--- config.mk ---
export PLATFORM = sky130hd
export DESIGN_NAME = shading_pipe
export DESIGN_NICKNAME = d
export VERILOG_FILES = /design/src/rtl/shading_pkg.sv /design/src/rtl/shading_channel.sv /design/src/rtl/shading_pipe.sv
export SDC_FILE = /design/constraint.sdc
export NUM_CORES = 1
export LEC_CHECK = 0
export ABC_CLOCK_PERIOD_IN_PS = 4030
export BUFFER_PORTS_ARGS = -buffer_cell sky130_fd_sc_hd__buf_2
export CORE_MARGIN = 3
export CORE_UTILIZATION = 30
export CTS_CLUSTER_SIZE = 16
export DETAILED_ROUTE_END_ITERATION = 6
export GPL_TIMING_DRIVEN = 0
export PLACE_DENSITY = 0.52
export SLEW_MARGIN = 25
export SYNTH_ARGS = -nofsm -noshare
export SYNTH_HDL_FRONTEND = slang
export SYNTH_HIERARCHICAL = 1
export SYNTH_SLANG_ARGS = --single-unit
--- constraint.sdc ---
create_clock -name clk -period 4.03 [get_ports clk]
set_input_delay 0.2015 -clock clk [delete_from_list [all_inputs] [get_ports clk]]
set_output_delay 0.2015 -clock clk [all_outputs]
set_load 0.005 [all_outputs]
--- src/rtl/shading_pkg.sv ---
// Shared widths, dither matrix and raw texel expansion for the shading pipe.
package shading_pkg;

    localparam int TEXW_DEF = 5;
    localparam int GW_DEF   = 9;

    // Ordered 4x4 dither offsets, indexed [y][x].
    localparam logic signed [3:0] DITHER [4][4] = '{
        '{-4'sd4,  4'sd0, -4'sd3,  4'sd1},
        '{ 4'sd2, -4'sd2,  4'sd3, -4'sd1},
        '{-4'sd3,  4'sd1, -4'sd4,  4'sd0},
        '{ 4'sd3, -4'sd1,  4'sd2, -4'sd2}
    };

    // Left-justify a texel into a wider colour channel, zero-filling the LSBs.
    function automatic logic [15:0] raw_expand(input logic [15:0] t, input int sh);
        return t << sh;
    endfunction

endpackage

--- src/rtl/shading_channel.sv ---
// One colour channel: S1 texel select + multiply, S2 scale/clamp (and dither when
// SHADING_PIPE_DITHER_EN is defined). Handshake is owned by the parent.
module shading_channel
    import shading_pkg::*;
#(
    parameter int TEXW = TEXW_DEF,
    parameter int GW   = GW_DEF
)
(
    input  logic            clk,
    input  logic            rst,
    input  logic            ld1,
    input  logic            ld2,
    input  logic [TEXW-1:0] tex_i,
    input  logic [GW-1:0]   g_i,
    input  logic            notex_i,
    input  logic            raw_s1_i,
`ifdef SHADING_PIPE_DITHER_EN
    input  logic            dith_on_s1_i,
    input  logic [3:0]      dith_d_s1_i,
`endif
    output logic [GW-2:0]   color_o
);

    localparam int OUTW = GW - 1;
    localparam int PW   = TEXW + GW;

    logic [TEXW-1:0] t_d, t_q;
    logic [GW-1:0]   s_d, s_q;
    logic [OUTW-1:0] raw_res, mod_res, color_d, color_q;
`ifdef SHADING_PIPE_DITHER_EN
    localparam int SW = GW + 2;
    logic [SW-1:0]   sum;
`endif

    always_comb begin
        t_d = notex_i ? '1 : tex_i;
        s_d = GW'((PW'(g_i) * PW'(t_d)) >> TEXW);
    end

    always_comb begin
        raw_res = OUTW'(raw_expand(16'(t_q), OUTW - TEXW));
`ifdef SHADING_PIPE_DITHER_EN
        // One spare bit of headroom so a positive offset near full scale saturates instead of wrapping.
        sum = {2'b00, s_q} + (dith_on_s1_i ? {{(SW-4){dith_d_s1_i[3]}}, dith_d_s1_i} : '0);
        if (sum[SW-1])
            mod_res = '0;
        else if (|sum[SW-2:OUTW])
            mod_res = '1;
        else
            mod_res = sum[OUTW-1:0];
`else
        mod_res = s_q[GW-1] ? '1 : s_q[OUTW-1:0];
`endif
        color_d = raw_s1_i ? raw_res : mod_res;
    end

    always_ff @(posedge clk) begin
        if (rst) begin
            t_q     <= '0;
            s_q     <= '0;
            color_q <= '0;
        end else begin
            if (ld1) begin
                t_q <= t_d;
                s_q <= s_d;
            end
            if (ld2)
                color_q <= color_d;
        end
    end

    assign color_o = color_q;

endmodule

--- src/rtl/shading_pipe.sv ---
// Two-stage Gouraud x texel shading pipe with valid/ready on both sides.
// Optional ordered dither is compiled in with SHADING_PIPE_DITHER_EN.
module shading_pipe
    import shading_pkg::*;
#(
    parameter int NCH  = 3,
    parameter int TEXW = TEXW_DEF,
    parameter int GW   = GW_DEF,
    parameter int TAGW = 16
)
(
    input  logic                  clk,
    input  logic                  rst,
    input  logic                  i_valid,
    output logic                  o_ready,
    input  logic [NCH*TEXW-1:0]   i_tex,
    input  logic [NCH*GW-1:0]     i_gouraud,
    input  logic                  i_noTexture,
    input  logic                  i_rawTex,
    input  logic                  i_ditherOn,
    input  logic [1:0]            i_x,
    input  logic [1:0]            i_y,
    input  logic [TAGW-1:0]       i_tag,
    output logic                  o_valid,
    input  logic                  i_ready,
    output logic [NCH*(GW-1)-1:0] o_color,
    output logic [TAGW-1:0]       o_tag
);

    localparam int OUTW = GW - 1;

    logic            s1_valid_q, s1_valid_d;
    logic            s2_valid_q, s2_valid_d;
    logic            raw_q;
    logic [TAGW-1:0] tag1_q, tag2_q;
    logic            s2_adv, ld1, ld2;

    // No skid buffer: upstream ready follows downstream ready combinationally.
    assign s2_adv  = !s2_valid_q || i_ready;
    assign o_ready = !s1_valid_q || s2_adv;
    assign ld1     = i_valid && o_ready;
    assign ld2     = s1_valid_q && s2_adv;

    always_comb begin
        s1_valid_d = o_ready ? i_valid : s1_valid_q;
        s2_valid_d = s2_adv ? s1_valid_q : s2_valid_q;
    end

    always_ff @(posedge clk) begin
        if (rst) begin
            s1_valid_q <= 1'b0;
            s2_valid_q <= 1'b0;
            raw_q      <= 1'b0;
            tag1_q     <= '0;
            tag2_q     <= '0;
        end else begin
            s1_valid_q <= s1_valid_d;
            s2_valid_q <= s2_valid_d;
            if (ld1) begin
                raw_q  <= i_rawTex;
                tag1_q <= i_tag;
            end
            if (ld2)
                tag2_q <= tag1_q;
        end
    end

`ifdef SHADING_PIPE_DITHER_EN
    logic       don_q;
    logic [1:0] x_q, y_q;
    logic       dith_on;
    logic [3:0] dith_d;

    always_ff @(posedge clk) begin
        if (rst) begin
            don_q <= 1'b0;
            x_q   <= '0;
            y_q   <= '0;
        end else if (ld1) begin
            don_q <= i_ditherOn;
            x_q   <= i_x;
            y_q   <= i_y;
        end
    end

    assign dith_on = don_q && !raw_q;
    assign dith_d  = DITHER[y_q][x_q];
`else
    logic unused_dither;
    assign unused_dither = ^{i_ditherOn, i_x, i_y};
`endif

    for (genvar c = 0; c < NCH; c++) begin : g_ch
        shading_channel #(
            .TEXW (TEXW),
            .GW   (GW)
        ) u_ch (
            .clk          (clk),
            .rst          (rst),
            .ld1          (ld1),
            .ld2          (ld2),
            .tex_i        (i_tex[c*TEXW +: TEXW]),
            .g_i          (i_gouraud[c*GW +: GW]),
            .notex_i      (i_noTexture),
            .raw_s1_i     (raw_q),
`ifdef SHADING_PIPE_DITHER_EN
            .dith_on_s1_i (dith_on),
            .dith_d_s1_i  (dith_d),
`endif
            .color_o      (o_color[c*OUTW +: OUTW])
        );
    end

    assign o_valid = s2_valid_q;
    assign o_tag   = tag2_q;

endmodule

* Word-level counts from Yosys, hierarchy flattened
Index checks and enable logic that the tools add are counted.
W data, S select, Z words.
** Operators by class
- Reductions and logical operators :: 6
- Muxes and demuxes :: 9
- Multiply operators :: 3
** Operators with widths (number)
- $mux W8 :: 6
- $mul A9 B5 Y14 :: 3
- $mux W5 :: 3
- $logic_and A1 B1 Y1 :: 2
- $logic_not A1 Y1 :: 2
- $logic_or A1 B1 Y1 :: 2
** Storage, ports and cells
- Output and inout bits :: 42
- Bits in registers :: 101
- Bits of input ports :: 69
- Word-level logic and storage cells :: 32

* Longest topological paths before layout
- Depth after elaboration :: 4
- Gate-level depth with buffers :: 15

* Hierarchy
Netlist, hierarchy kept.
** Modules (own cells, without submodules)
- shading_channel (g_ch[2].u_ch) :: area each 2326.0 um2, sequential area each 440.4 um2, cells each 283, instances 1
- shading_channel (g_ch[0].u_ch) :: area each 2307.2 um2, sequential area each 440.4 um2, cells each 281, instances 1
- shading_channel (g_ch[1].u_ch) :: area each 2307.2 um2, sequential area each 440.4 um2, cells each 285, instances 1
- shading_pipe :: area each 1490.2 um2, sequential area each 700.7 um2, cells each 157, instances 1

* Worst setup path after synthesis
Ideal clock, no wire load.
- Path kind :: input to register
- Start :: in i_noTexture
- End :: reg g_ch[1].u_ch.s_q[8]
- Data required time :: 3.907 ns
- Library setup time :: 0.123 ns
- Setup slack :: 0.326 ns
- Stages on the path :: 14
- Path buffers :: 1
- Data arrival time :: 3.581 ns
- Path through :: nor2_1 nor2b_1 fa_1 fa_1 inv_1 fa_1 inv_1 ha_1 buf_4 and4_1 nand3_2 a31oi_1 o31ai_2 mux2_1
** On the way
- Longest elaborated chain between the ends :: 2
** Ends and longest elaborated chain
- from (decl) :: line shading_pipe.sv:18 : input logic i_noTexture,
- $mux W5 :: line shading_channel.sv:37 : t_d = notex_i ? '1 : tex_i;
- $mul A9 B5 Y14 :: line shading_channel.sv:38 : s_d = GW'((PW'(g_i) * PW'(t_d)) >> TEXW);
- to (signal assigned) :: line shading_channel.sv:61 : s_q <= '0;
- to (signal assigned) :: line shading_channel.sv:66 : s_q <= s_d;
- to (decl) :: line shading_channel.sv:29 : logic [GW-1:0] s_d, s_q;
Every way passes these cells.
A chain may end at the register's enable or synchronous reset.

* Worst setup path in the final report
- Start :: in i_noTexture
- End :: reg g_ch[2].u_ch.s_q[8]
** On the way
- Longest elaborated chain between the ends :: 2
** Ends and longest elaborated chain (line)
- $mux W5 :: shading_channel.sv:37
- $mul A9 B5 Y14 :: shading_channel.sv:38
- to (signal assigned) :: shading_channel.sv:61
- to (signal assigned) :: shading_channel.sv:66
- to (decl) :: shading_channel.sv:29
Every way passes these cells.

==> results.md <==
• result of the run: finished, final reports clean
• unrepaired setup endpoints after global routing: false
• CTS HTree Levels: 3
• clock latency of the later-clocked register in the worst-skew pair: 350 ps
• average instance area after synthesis: 8.380 sq um
• number of pins with negative max-slew slack in the final report: 0
• Worst setup EP type: flip-flop
• clk_skew: 8.919 ps
• signal arrival time at the worst endpoint: 4020 ps
• Final Total Pwr: 4.502 mW
• XOR/XNOR Fraction of Synth Area: 1.662%
• top cell type's share of synthesized area: 23.98%
• vertical die dimension: 173.6 microns
• area delta synth->final: 16.40%
• first-pass GRT wire length: 36860 microns
• Simple-Gate Fraction of Synth Area: 23.46%
• area fraction in compound gates after synthesis: 14.75%
• critical path startpoint category: input port
• combinational family with the most area after synthesis: simple AND/OR/NAND/NOR gates
• count of antenna diodes in the layout: 0
• 1st-pass router iterations: 5
• final setup fails: 0
• HPWL after DPL: 17360 microns
• leakage power total: 4.380 nW
• detailed-route wire length: 21800 microns
• max-cap violations: 0
• cell area after synthesis: 8431 sq um
• root buffer selected by CTS: sky130_fd_sc_hd__clkbuf_16
• average routed wire per standard cell: 14.54 microns
• average vias per placed instance: 4.750
• Setup CP Type: input port to flip-flop
• largest area contributor in the synthesized netlist: sky130_fd_sc_hd__dfxtp_1
• count of distinct cell types in the synthesized netlist: 67
• number of DRC markers in iteration 0: 320
• post-synthesis mux area share: 5.491%
• share of synthesized flip-flops with an asynchronous set or reset: 0%
• post-placement worst setup slack: -533.1 ps
• Vias: 7120
• post-route DRC violation count: 0
• Worst Hold Class: input port to flip-flop
• Sink Count: 101
• setup total negative slack: 0 ps
• worst-margin pin slew: 718.8 ps
• biggest area contributors in the synthesized netlist: sky130_fd_sc_hd__dfxtp_1 (24%), sky130_fd_sc_hd__fa_1 (14%), sky130_fd_sc_hd__ha_1 (8.9%)
• antenna-violating nets left: 0
• final worst slack: 241.1 ps
• clock tree from TritonCTS: built
• net count reported at finish: 1311
• overall die area: 30150 sq um
• cell area power density: 458.8 nW/um^2
• Final Cycle Share: 94.02%
• via count of the first global-routing pass: 7236
• register-to-register setup slack: 1700 ps
• fraction of layout instances using a drive strength above 1: 14.91%
• Synth Area in Adders: 23.15%
• final standard cell utilization of the core: 36.01%
• normalized max-slew margin: 51.90%
• Congestion Overflow GR: 0
• Post-CTS Hold Buffers: 0
• Highest Clock Rate: 263.9 MHz
• EDFF count, synth: 0
• filler instances: 2884
• Synth Flop Type: sky130_fd_sc_hd__dfxtp_1
• maximum number of pins on one net before global-route repair: 16
• Initial Util: 30.94%
• cells after synthesis: 1006
• data required time at the worst endpoint: 4260 ps
• Placement Rows: 60
• last weighted congestion value of the routability-driven placer: 0.8150
• CTS max path bufs: 2
• port bufs: 105
• Peak supply drop: 0.1956 mV
• boundary pin count: 111
• number of hold violations in the final report: 0
• GRT Resource Usage Total: 14.60%
• number of antenna violations at the first check in global routing: 0
• number of nets produced by synthesis: 1195
• clock transition time at the flip-flop clock pins of the worst setup and hold paths: 70 ps
• sequential area share after synthesis: 23.98%
• number of buffers inserted during clock tree synthesis: 9
• flip-flop and latch count after synthesis: 101
• CP Max Fanout: 15
• final period demand of the worst path: 3789 ps
• Die X: 173.6 microns
• total core area: 27250 sq um
• Yosys warning total: 6
## cell families after synthesis
kind of cell               count (synthesis)
and+or+nand+nor                          379
AOI/OAI and AO/OA                        201
buffers and inverters                    143
adders and majority gates                120
DFF                                      101
muxes                                     46
xor gates and xnor gates                  16
## power breakdown
part | switching, mW | internal (mW) | total [mW]
Combinational | 1.34 | 0.966 | 2.30
Clock | 0.382 | 0.579 | 0.961
Sequential | 0.0824 | 1.16 | 1.24
## layer usage
layer	share of wire (%)	wire (microns)	vias up	track usage (%)
li1	-	-	3628	-
met1	51	11130	3368	21.02
met2	45	9742	111	23.26
met3	3.3	724	13	2.146
met4	0.94	205	0	3.117
met5	0	0	-	0
## area by class of cell
class                           instances  area [sq um]  share of cell area, %
Buffer                                 52         292.8                  2.984
Clock buffer                           13         260.3                  2.652
Clock inverter                          3         67.56                 0.6885
Inverter                               91         341.6                  3.481
Multi-Input combinational cell        762          5836                  59.47
Sequential cell                       101          2022                  20.60
Tap cell                              372         465.4                  4.743
Timing Repair Buffer                  105         528.0                  5.381
## sequential cells by signal (all words and copies together), names as in the netlist
| register | cells |
|---|---|
| g_ch.u_ch/t_q | 15 |
| tag1_q | 16 |
| s1_valid_q | 1 |
| raw_q | 1 |
| g_ch.u_ch/s_q | 27 |
| o_tag | 16 |
| o_valid | 1 |
| g_ch.u_ch/color_o | 24 |
## final timing paths
check                                             start                          endpoint  cells after the start
worst max-delay path                        i_noTexture  g_ch[2].u_ch/s_q[8]$_SDFFE_PP0P_                     15
worst min-delay path                            i_valid           s1_valid_q$_SDFFE_PP0P_                      3
worst min register to register  tag1_q[15]$_SDFFE_PP0P_            o_tag[15]$_SDFFE_PP0P_                      2
worst max register to register     o_valid$_SDFFE_PP0P_  g_ch[0].u_ch/s_q[4]$_SDFFE_PP0P_                      9
## per-stage QoR
| step | area [sq um] | cells | hold slack [ps] |
|---|---|---|---|
| floorplan | 8431 | 1006 | 318.9 |
| finish | 9813 | 1499 | 97.23 |
| global route | 9813 | 1499 | 100.3 |
| detailed placement | 9422 | 1483 | 450.3 |
| CTS | 9769 | 1499 | 88.76 |
| global placement | 9422 | 1483 | 441.5 |
## cell usage after synthesis, types with 34 or more instances
library cell	n
sky130_fd_sc_hd__dfxtp_1	101
sky130_fd_sc_hd__nor2_1	110
sky130_fd_sc_hd__fa_1	60
sky130_fd_sc_hd__mux2i_1	44
sky130_fd_sc_hd__ha_1	60
sky130_fd_sc_hd__nor2b_1	80
sky130_fd_sc_hd__nand2b_1	44
sky130_fd_sc_hd__nand2_1	65
sky130_fd_sc_hd__inv_1	91
sky130_fd_sc_hd__o21ai_0	68
sky130_fd_sc_hd__a21oi_1	54
sky130_fd_sc_hd__clkbuf_1	34
## cells in the final DEF, fill, tap and decap left out, types with 53 or more instances in the layout
cell type | netlist | final
sky130_fd_sc_hd__buf_2 | 3 | 107
sky130_fd_sc_hd__nor2b_1 | 80 | 80
sky130_fd_sc_hd__o21ai_0 | 68 | 68
sky130_fd_sc_hd__fa_1 | 60 | 60
sky130_fd_sc_hd__nor2_1 | 110 | 100
sky130_fd_sc_hd__nand2_1 | 65 | 65
sky130_fd_sc_hd__inv_1 | 91 | 91
sky130_fd_sc_hd__ha_1 | 60 | 60
sky130_fd_sc_hd__a21oi_1 | 54 | 53
sky130_fd_sc_hd__dfxtp_1 | 101 | 101
## worst max-delay path, cell delays in order
cell                      delay (ps)
sky130_fd_sc_hd__buf_4           210
sky130_fd_sc_hd__nor2_2          460
sky130_fd_sc_hd__nor2b_1         140
sky130_fd_sc_hd__fa_1            500
sky130_fd_sc_hd__fa_1            490
sky130_fd_sc_hd__inv_1            50
sky130_fd_sc_hd__fa_1            480
sky130_fd_sc_hd__inv_1            40
sky130_fd_sc_hd__ha_1            280
sky130_fd_sc_hd__buf_6           140
sky130_fd_sc_hd__and4_1          200
sky130_fd_sc_hd__nand3_2         110
sky130_fd_sc_hd__a31oi_1         110
sky130_fd_sc_hd__o31ai_1         260
sky130_fd_sc_hd__mux2_1          350
## what timing repair did
item,in CTS,in global routing
endpoints found under the setup margin,9,15
resized for setup,8,15
setup buffers,0,0
cloned,0,0
Power figures use the tool's default switching activity.
